### src/rtl/prog_freq_div_g2.sv
// prog_freq_div_g2 : programmable integer clock divider with glitch-free
// divisor reload. The divisor changes only at a period boundary (or
// immediately while SYNC holds the divider idle), so no output period is
// ever truncated.
//
// Optional feature: define FREQDIV_G2_ODD_BAL_EN to add a falling-edge
// stage that trims the high phase of odd divisors to exactly N/2 input
// periods (true 50% duty). Without the macro the design has no
// falling-edge logic.
//
// Load interface: DIV_LD is a single-cycle strobe qualifying DIV_IN. There
// is no ready signal; every strobe is consumed at the edge where it is
// seen. A value >= 2 is accepted into the pending register, while a value
// < 2 is rejected and answered with a one-cycle ERR pulse.
module prog_freq_div_g2 #(
  parameter int DIV_W    = 8,
  parameter int DIV_INIT = 2
) (
  input  logic             CLK_in,
  input  logic             RST,
  input  logic             SYNC,
  input  logic [DIV_W-1:0] DIV_IN,
  input  logic             DIV_LD,
  output logic             CLK_out,
  output logic             TICK,
  output logic [DIV_W-1:0] DIV_CUR,
  output logic             PEND,
  output logic             ERR
);

  localparam logic [DIV_W-1:0] INIT_N = DIV_W'(DIV_INIT);
  localparam logic [DIV_W-1:0] ONE    = DIV_W'(1);
  localparam logic [DIV_W-1:0] TWO    = DIV_W'(2);

  logic [DIV_W-1:0] k;
  logic [DIV_W-1:0] cur;
  logic [DIV_W-1:0] pend_val;
  logic             pend;
  logic             clk_hi;
  logic             tick_q;
  logic             err_q;

  logic             load_ok;
  logic             load_bad;
  logic             wrap;
  logic             apply;
  logic [DIV_W-1:0] n_eff;
  logic [DIV_W:0]   half_wide;
  logic [DIV_W-1:0] half;
  logic [DIV_W-1:0] k_nxt;
  logic             hi_nxt;

  // Next-state decode: a wrap ends the period, and the pending divisor
  // takes effect at a wrap or at any edge while SYNC holds the divider idle.
  always_comb begin
    load_ok   = DIV_LD && (DIV_IN >= TWO);
    load_bad  = DIV_LD && (DIV_IN < TWO);
    wrap      = SYNC && (k == (cur - ONE));
    apply     = pend && (wrap || !SYNC);
    n_eff     = apply ? pend_val : cur;
    // ceil(N/2), computed one bit wider so N = 2^DIV_W-1 does not overflow
    half_wide = ({1'b0, n_eff} + {{DIV_W{1'b0}}, 1'b1}) >> 1;
    half      = half_wide[DIV_W-1:0];
    k_nxt     = k + ONE;
    if (!SYNC) begin
      k_nxt = n_eff - ONE;
    end else if (wrap) begin
      k_nxt = '0;
    end
    hi_nxt = SYNC && (k_nxt < half);
  end

  // Count, divisor and output registers; reset parks k at the last count
  // so the first enabled edge starts a fresh period.
  always_ff @(posedge CLK_in or negedge RST) begin
    if (!RST) begin
      k        <= INIT_N - ONE;
      cur      <= INIT_N;
      pend_val <= INIT_N;
      pend     <= 1'b0;
      clk_hi   <= 1'b0;
      tick_q   <= 1'b0;
      err_q    <= 1'b0;
    end else begin
      k      <= k_nxt;
      cur    <= n_eff;
      clk_hi <= hi_nxt;
      tick_q <= SYNC && (k_nxt == '0);
      err_q  <= load_bad;
      if (load_ok) begin
        // a load on an apply edge stays pending for the following apply
        pend_val <= DIV_IN;
        pend     <= 1'b1;
      end else if (apply) begin
        pend     <= 1'b0;
      end
    end
  end

`ifdef FREQDIV_G2_ODD_BAL_EN
  logic hi_neg;

  // Half-cycle delayed copy of the high phase; ANDing it in delays the
  // rising edge by half an input period for odd divisors.
  always_ff @(negedge CLK_in or negedge RST) begin
    if (!RST) begin
      hi_neg <= 1'b0;
    end else begin
      hi_neg <= clk_hi;
    end
  end

  assign CLK_out = cur[0] ? (clk_hi & hi_neg) : clk_hi;
`else
  assign CLK_out = clk_hi;
`endif

  assign TICK    = tick_q;
  assign DIV_CUR = cur;
  assign PEND    = pend;
  assign ERR     = err_q;

endmodule

### config.mk
export PLATFORM = sky130hd
export DESIGN_NAME = prog_freq_div_g2
export DESIGN_NICKNAME = d
export VERILOG_FILES = /design/src/rtl/prog_freq_div_g2.sv
export SDC_FILE = /design/constraint.sdc
export NUM_CORES = 1
export LEC_CHECK = 0
export ABC_AREA = 1
export CORE_MARGIN = 5
export CORE_UTILIZATION = 50
export CTS_CLUSTER_SIZE = 25
export DETAILED_ROUTE_END_ITERATION = 12
export PLACE_DENSITY = 0.79
export SLEW_MARGIN = 20
export SYNTH_ARGS = -nofsm -noshare
export SYNTH_HDL_FRONTEND = slang
export SYNTH_SLANG_ARGS = --single-unit
### constraint.sdc
create_clock -name CLK_in -period 4.75 [get_ports CLK_in]
set_clock_uncertainty 0.05 [all_clocks]
set_input_delay 0.7125 -clock CLK_in [delete_from_list [all_inputs] [get_ports CLK_in]]
set_output_delay 0.7125 -clock CLK_in [all_outputs]
set_load 0.03 [all_outputs]
==> results of run 1 <==
==> registers in the layout (all words and copies together) (netlist names) <==
register  count
PEND          1
pend_val      8
DIV_CUR       8
TICK          1
ERR           1
CLK_out       1
k             8
==> per-stage QoR <==
step	setup slack (ps)	area, um2	hold slack [ps]	util [%]	cells
global route	345	2340	467	59.4	342
finish	872	2340	448	59.4	342
global placement	1040	2270	432	57.6	338
detailed placement	935	2270	437	57.6	338
CTS	905	2340	452	59.4	342
floorplan	1250	2000	367	-	268
==> report_power, final <==
part           internal (mW)  leakage [nW]  total, mW  switching [mW]
sequential             0.281         0.333      0.327          0.0458
clock                  0.113        0.0357      0.187          0.0737
combinational          0.150         0.787      0.393           0.243
==> final timing paths <==
check	to	slack [ps]	cells past startpoint
worst max-delay path	CLK_out	870	23
worst min-delay path	pend_val[1]	450	2
worst max register to register	CLK_out	870	23
worst min register to register	pend_val[1]	450	2
max in group asynchronous	DIV_CUR[1]	3580	2
min in group asynchronous	DIV_CUR[7]	750	2
==> worst max-delay path, stage by stage (launching register included) <==
cell and delay, ps:
dfstp_2 560, inv_1 70, ha_1 290, xor2_1 140, nand2_1 70, nor2_1 100
nand2_1 60, nor2_1 110, nand2_2 80, nand2_4 150, nand2_4 140, nand2_1 90
nand2_1 100, inv_1 160, ha_1 170, inv_1 60, nor3_1 310, nand3_1 170
nor2_1 140, nand2_1 60, ha_1 280, a211oi_1 240, nand3_1 90, a21oi_1 130
==> layer usage <==
metal	up-vias	global-route usage (%)	part of all wire, %
li1	906	-	-
met1	804	25.0	44
met2	51	32.4	49
met3	9	2.19	5.3
met4	0	5.53	1.7
met5	-	0	0
==> cell families after synthesis <==
kind of cell | count (synthesis) | synth area share [%]
and+or+nand+nor | 151 | 35.2
buffers and inverters | 39 | 8.12
DFF | 28 | 35.2
AOI/OAI and AO/OA | 21 | 6.25
xor gates and xnor gates | 14 | 6.13
adders and majority gates | 11 | 6.87
muxes | 4 | 2.25
==> area by class of cell <==
| class | count | area share [%] |
|---|---|---|
| multi-input cells | 201 | 48.5 |
| flip-flops and latches | 28 | 30.1 |
| repair buffers | 24 | 10.1 |
| inverters | 35 | 5.61 |
| well taps | 50 | 2.67 |
| clock buffers | 3 | 1.76 |
| clock inverters | 1 | 1.28 |
==> placed cells by master (no fill, tap or decap), types with 2 or more instances in the layout <==
master,Yosys,routed
a21oi_1,5,5
clkbuf_8,0,3
clkdlybuf4s50_1,0,23
dfrtp_1,25,25
dfstp_2,3,3
ha_1,11,11
inv_1,34,34
mux2_2,4,4
nand2_1,64,64
nand2_2,10,10
nand2_4,2,2
nand3_1,32,32
nand3b_1,4,4
nand4_1,2,2
nor2_1,24,24
nor2_2,6,6
nor3_1,2,2
o21ai_0,12,12
xor2_1,13,13
==> metrics, run 1 <==
Clock transition at path regs 100 ps; FF-to-FF Start DIV_CUR[1]; Setup TNS 0 ps; nets@finish between 300 and 400; Synth Flop Type dfrtp_1; Worst setup EP type flop; pin count of the biggest net entering global routing 29; Req. time, crit path approximately 5000 ps; synthesized area roughly 2000 um2; clock tree from TritonCTS built; RSZ-0062 raised after global routing no; io pins 24; routed len/inst 12.8 um; Mapped Cells 268; Tmin final 3880 ps; clock buffer depth 2; crit start category flop; total die area between 5000 and 6000 um2; Crit. Startpoint DIV_CUR[1]; GP Congestion 0.892; HP Start pend_val[1]; Pins Over Slew Limit 0; postcts setup bufs 0; Detail Route Antenna Nets 0; Synth cell types 31; register area about 700 um2; pwr dens 387 nW/um2; MaxCap Viol Count 0; Global Route Usage Sum 18.9%; routed vias/inst 5.18; final worst-path cycle share 81.7%; hold buffers post-CTS 0; Post-CTS Resized 0; Synth Warn # 0; Post-synth EDFFs 0; ANT cells 0; vias in the first global route 1721; crit path max fanout 14; initial DRC count 74; first-pass GRT wire length 7860 um; share of cells above drive strength 1 12.3%; input/output buffers 23; count leader, synth nand2_1; DRC violations left 0; hold crit path type reg2reg; leakage power 1.16 nW; final hold vios 0; Area Growth Syn to Fin 17.0%; Mapped Avg Cell Area 7.47 um2; worst setup path category reg2reg; post-synth top area cell dfrtp_1; CTS root buf clkbuf_8; total core area 3940 um2; Highest Clock Rate 258 MHz; number of synthesized register bits 28; H-tree levels 1; Multi-input gate area 1130 um2; Post-synth ARST share 100%; synth top area cells dfrtp_1, nand2_1, nand3_1, ha_1, inv_1; worst vdd ir approximately 0.21 mV; initial antenna violation count 0; syn nets 291; Power Total about 910 uW; Max-slew headroom 65.6%; most instantiated cells after synthesis nand2_1, inv_1, nand3_1; post-DP HPWL 3610 um; die width ~73 um; initial core utilization 50.8%; share of the synthesized area in the top cell type 31.3%; Layout fillers 362; DR pass1 iterations 4; crit path DAT approximately 4000 ps; Rows 23; vias 1770; grt total ovfl 0; run status finished, final reports clean; worst slew pin tran between 500 and 600 ps; clk_lat worst skew 270 ps; final WL about 4400 um; Die Span Y 73.3 um; # setup viols final 0; clk sinks 28; CTS Buf Count 3; post-synthesis sequential area ratio 35.2%
No activity file was read; power rests on OpenSTA's default activity.
==> inputs of run 2 (changes only) <==
Clock period 4.75 ns to 3.6 ns, I/O delays scaled along.
==> run 2 against run 1 <==
  * Global-route usage is 0.36 points higher
  * Clock power is 36% higher
  * Highest routed layer unchanged
  * Maximum frequency is 11% higher
  * Hold slack better by 15 ps
  * Critical path type unchanged
==> metrics, run 2 (synthesis results as in run 1) <==
MaxCap Viol Count 0 (unchanged); Die Span Y 73.3 um (unchanged); nets@finish 336 (was 316); Power Total 1.35 mW (was 907 uW); # setup viols final 0 (unchanged); fin cells 362 (was 342); commonest non-fill, non-tap cell in the layout nand2_1 (unchanged); input/output buffers 23 (unchanged); ANT cells 0 (unchanged); H-tree levels 1 (unchanged); Pins Over Slew Limit 0 (unchanged); io pins 24 (unchanged); final worst-path cycle share 96.8% (was 81.7%); total die area 5370 um2 (unchanged); final WL 5440 um (was 4380 um); clock buffer depth 2 (unchanged); hold buffers post-CTS 0 (unchanged); CTS Buf Count 3 (unchanged); Rows 23 (unchanged); Global Route Usage Sum 19.3% (was 18.9%); die width 73.3 um (unchanged); Area Growth Syn to Fin 34.3% (was 17.0%); worst slew pin tran 421 ps (was 511 ps); initial antenna violation count 0 (unchanged); post-DP HPWL 3750 um (was 3610 um); first-pass GRT wire length 8090 um (was 7860 um); total core area 3940 um2 (unchanged); pin count of the biggest net entering global routing 29 (unchanged); initial core utilization 50.8% (unchanged); vias in the first global route 1776 (was 1721); clock tree from TritonCTS built (unchanged); crit start category flop (unchanged); Max-slew headroom 71.9% (was 65.6%); vias 1944 (was 1770); Tmin final 3480 ps (was 3880 ps); share of cells above drive strength 1 26.9% (was 12.3%); worst vdd ir 0.308 mV (was 0.212 mV); clk_lat worst skew 280 ps (was 270 ps); most frequent cells in the layout nand2_1, inv_1, nand3_1 (unchanged); final hold vios 0 (unchanged); DR pass1 iterations 4 (unchanged); grt total ovfl 0 (unchanged); cell mode on critical path nand3_1 (was nand2_1); hold crit path type reg2reg (unchanged); worst setup path category reg2reg (unchanged); GP Congestion 0.933 (was 0.892); Clock transition at path regs 100 ps (about the same); crit path max fanout 6 (was 14); Inst Count DP 344 (was 338); Detail Route Antenna Nets 0 (unchanged); routed vias/inst 5.37 (was 5.18); initial DRC count 103 (was 74); Req. time, crit path 3720 ps (was 4900 ps); Worst setup EP type flop (unchanged); run status finished, final reports clean (unchanged); placed inst area 2320 um2 (was 2270 um2); leakage power 1.27 nW (was 1.16 nW); Layout fillers 302 (was 362); crit path DAT 3600 ps (was 4030 ps); CTS root buf clkbuf_8 (unchanged); final core utilization 68.2% (was 59.4%); pwr dens 501 nW/um2 (was 387 nW/um2); Crit-path slowest cell dfstp_2 (unchanged); clk sinks 28 (unchanged); Worst path max stage delay 560 ps (about the same); Highest Clock Rate 287 MHz (was 258 MHz); DRC violations left 0 (unchanged); final std cell area, no fill 2690 um2 (was 2340 um2); routed len/inst 15.0 um (was 12.8 um)
==> run 2: cell types whose count changed in the layout (fill, tap and decap cells not counted), sizes merged <==
| cell | before | now |
|---|---|---|
| buf | 1 | 20 |
| clkbuf | 3 | 4 |
==> run 2: critical path: cells and delay by family, from the launching register on <==
kind                       cells  cell delay, ps
buffers and inverters          4             370
and+or+nand+nor               16            1450
DFF                            1             560
xor gates and xnor gates       1             130
AOI/OAI and AO/OA              1              40
adders and majority gates      3             720
==> run 2: stage by stage <==
stage | hold WS (ps) | setup slack [ps] | TNS (ps)
after floorplan | 194 | 97.4 | 0
after global placement | 437 | 140 | 0
after detailed placement | 446 | 29.8 | 0
after CTS | 468 | 32.1 | 0
after global routing | 473 | -83.7 | -83.7
final | 462 | 115 | 0
==> run 2: what timing repair did <==
action                                 CTS  global route
resized for setup                        2            43
gates cloned                             0             1
endpoints found under the hold margin    0             0
setup endpoints to repair                1             1
pin swaps                                0            20
setup buffers                            0            13
==> run 2: path summary, 6_finish.rpt <==
check,startpoint,end,slack (ps),cells after the start
setup / recovery,DIV_CUR[1],CLK_out,120,25
hold / removal,pend_val[6],pend_val[6],460,1
setup reg to reg,DIV_CUR[1],CLK_out,120,25
hold reg to reg,pend_val[6],pend_val[6],460,1
max in group asynchronous,RST,pend_val[1],2620,2
min in group asynchronous,RST,k[7],570,2
==> run 2: report_power, final <==
group | internal [mW] | switching, mW | total, mW
sequential | 0.371 | 0.0629 | 0.434
clock | 0.149 | 0.105 | 0.254
combinational | 0.271 | 0.387 | 0.658
==> run 2: final cells by class <==
type	instances	area (um2)	share of cell area, %
clock buffers	3	41.3	1.54
inverters	35	131	4.89
flip-flops and latches	28	704	26.2
repair buffers	44	420	15.6
multi-input cells	201	1300	48.3
clock inverters	1	30.0	1.12
well taps	50	62.6	2.33
==> run 2: layer usage <==
metal	routed length [um]	GRT usage (%)	vias up
met2	2830	33.9	58
met1	2290	25.3	927
met3	256	1.78	9
met5	0	0	-
li1	-	-	950
met4	62	4.92	0
==> inputs of run 3 (changes only) <==
Clock period 3.6 ns to 4.5 ns, I/O delays scaled along.
==> run 3 against run 2 <==
  * Routed wire length shrank 17%
  * Highest routed layer unchanged
  * Largest power group unchanged
  * Global-route usage decreased by 0.64 points
  * Hold slack worse by 15 ps
==> metrics, run 3 (synthesis results as in run 1) <==
met1 WL 2080 um (was 2290 um); hold buffers post-CTS 0 (unchanged); cell mode on critical path nand2_1 (was nand3_1); pin count of the biggest net entering global routing 29 (unchanged); Max Used Layer met4 (unchanged); R2R Setup Slk 640 ps (was 120 ps); final hold vios 0 (unchanged); Tmin final 3860 ps (was 3480 ps); worst setup path category reg2reg (unchanged); initial core utilization 50.8% (unchanged); clock tree from TritonCTS built (unchanged); CP cell instances inv_1 -> ha_1 -> xor2_1 -> nand2_1 -> nor2_1 -> nand2_1 -> nor2_1 -> nand2_2 -> nand2_4 -> nand2_4 -> nand2_1 -> nand2_1 -> inv_1 -> ha_1 -> inv_1 -> nor3_1 -> nand3_1 -> nor2_1 -> nand2_1 -> ha_1 -> a211oi_1 -> nand3_1 -> a21oi_1; met3 WL post-DR 189 um (was 256 um); Power Total 959 uW (was 1.35 mW); H-tree levels 1 (unchanged); crit start category flop (unchanged); hold crit path type reg2reg (unchanged); Max-slew headroom 65.0% (was 71.9%); vias 1718 (was 1944); Req. time, crit path 4650 ps (was 3720 ps); Pins Over Slew Limit 0 (unchanged); # setup viols final 0 (unchanged); Global Route Usage Sum 18.6% (was 19.3%); clk sinks 28 (unchanged); most frequent cells in the layout nand2_1, inv_1, nand3_1 (unchanged); worst path buffer plus inverter count 3 (was 4); routed vias/inst 5.02 (was 5.37); final WL 4510 um (was 5440 um); DRC violations left 0 (unchanged); Worst setup EP type flop (unchanged); Die Span Y 73.3 um (unchanged); total core area 3940 um2 (unchanged); leakage power 1.16 nW (was 1.27 nW); crit path DAT 4020 ps (was 3600 ps); pwr dens 409 nW/um2 (was 501 nW/um2); post-DP HPWL 3670 um (was 3750 um); switching share of power 40.1% (was 41.3%); Detail Route Antenna Nets 0 (unchanged); io pins 24 (unchanged); share of cells above drive strength 1 12.3% (was 26.9%); run status finished, final reports clean (unchanged); Highest Clock Rate 259 MHz (was 287 MHz); Rows 23 (unchanged); Clock transition at path regs 100 ps (about the same); Seq pwr share 36.2% (was 32.2%); routed len/inst 13.2 um (was 15.0 um); Clock power frac 20.6% (was 18.9%); Post-CTS Resized 0 (was 2); ANT cells 0 (unchanged); GP Congestion 0.891 (was 0.933); Setup TNS 0 ps (unchanged); reg2reg path depth 23 (was 25); initial antenna violation count 0 (unchanged); Crit-path slowest cell dfstp_2 (unchanged); initial DRC count 113 (was 103); Worst path max stage delay 560 ps (about the same); first-pass GRT wire length 7800 um (was 8090 um); input/output buffers 23 (unchanged); total die area 5370 um2 (unchanged); Area Growth Syn to Fin 17.0% (was 34.3%); Comb pwr share 43.2% (was 48.9%); die width 73.3 um (unchanged); met2 WL 2200 um (was 2830 um); Worst Hold Depth 2 (was 1); Cell Int Power 574 uW (was 791 uW); clk_lat worst skew 270 ps (was 280 ps); net load switching power 385 uW (was 556 uW); hold_ws 447 ps (was 462 ps); nets@finish 316 (was 336); worst slew pin tran 520 ps (was 421 ps); DR pass1 iterations 4 (unchanged); crit path max fanout 14 (was 6); CTS Buf Count 3 (unchanged); WP depth 23 (was 25); vias in the first global route 1715 (was 1776); postcts setup bufs 0 (unchanged); crit-path leading delay family simple AND/OR/NAND/NOR gates (unchanged); MaxCap Viol Count 0 (unchanged); RSZ-0062 raised after global routing no; commonest non-fill, non-tap cell in the layout nand2_1 (unchanged); clock buffer depth 2 (unchanged); grt total ovfl 0 (unchanged); worst vdd ir 0.226 mV (was 0.308 mV); CTS root buf clkbuf_8 (unchanged); final worst-path cycle share 85.9% (was 96.8%)
-- run 3: cell types whose count changed in the layout (fill, tap and decap cells not counted), sizes merged --
cell | before | now
buf | 20 | 1
clkbuf | 4 | 3
-- run 3: path summary, 6_finish.rpt --
check	to	start
worst max-delay path	CLK_out	DIV_CUR[1]
worst min-delay path	pend_val[1]	pend_val[1]
worst max register to register	CLK_out	DIV_CUR[1]
worst min register to register	pend_val[1]	pend_val[1]
max in group asynchronous	k[0]	RST
min in group asynchronous	DIV_CUR[7]	RST
-- run 3: power groups by stage --
stage / Clock (mW) / Sequential, mW / Combinational, mW
after CTS: 0.203 / 0.346 / 0.414
final: 0.198 / 0.347 / 0.414
after detailed placement: 0 / 0.351 / 0.412
after global placement: 0 / 0.350 / 0.405
after global routing: 0.214 / 0.354 / 0.467
after floorplan: 0 / 0.369 / 0.272
-- run 3: final cells by class --
type,instances,area (um2)
multi-input combinational,201,1130
clock inverter,1,30.0
timing repair buffer,24,238
clock buffer,3,41.3
fill,369,1600
inverter,35,131
tap,50,62.6
sequential,28,704
-- run 3: worst min-delay path, cell delays in order, from the launching register on --
cell,delay [ps]
dfstp_2,380
nand2_1,50
o21ai_0,70
-- run 3: stage by stage --
stage	utilization, %	worst slack [ps]	cell area, um2	std cells
final	59.4	636	2340	342
after global routing	59.4	178	2340	342
after CTS	59.4	663	2340	342
after detailed placement	57.6	700	2270	338
after global placement	57.6	787	2270	338
after floorplan	-	997	2000	268
-- run 3: metal layers --
metal  global-route usage [%]  vias to the layer above
li1                         -                      907
met1                     23.9                      767
met2                     31.8                       37
met3                     3.15                        7
met4                     5.94                        0
met5                        0                        -
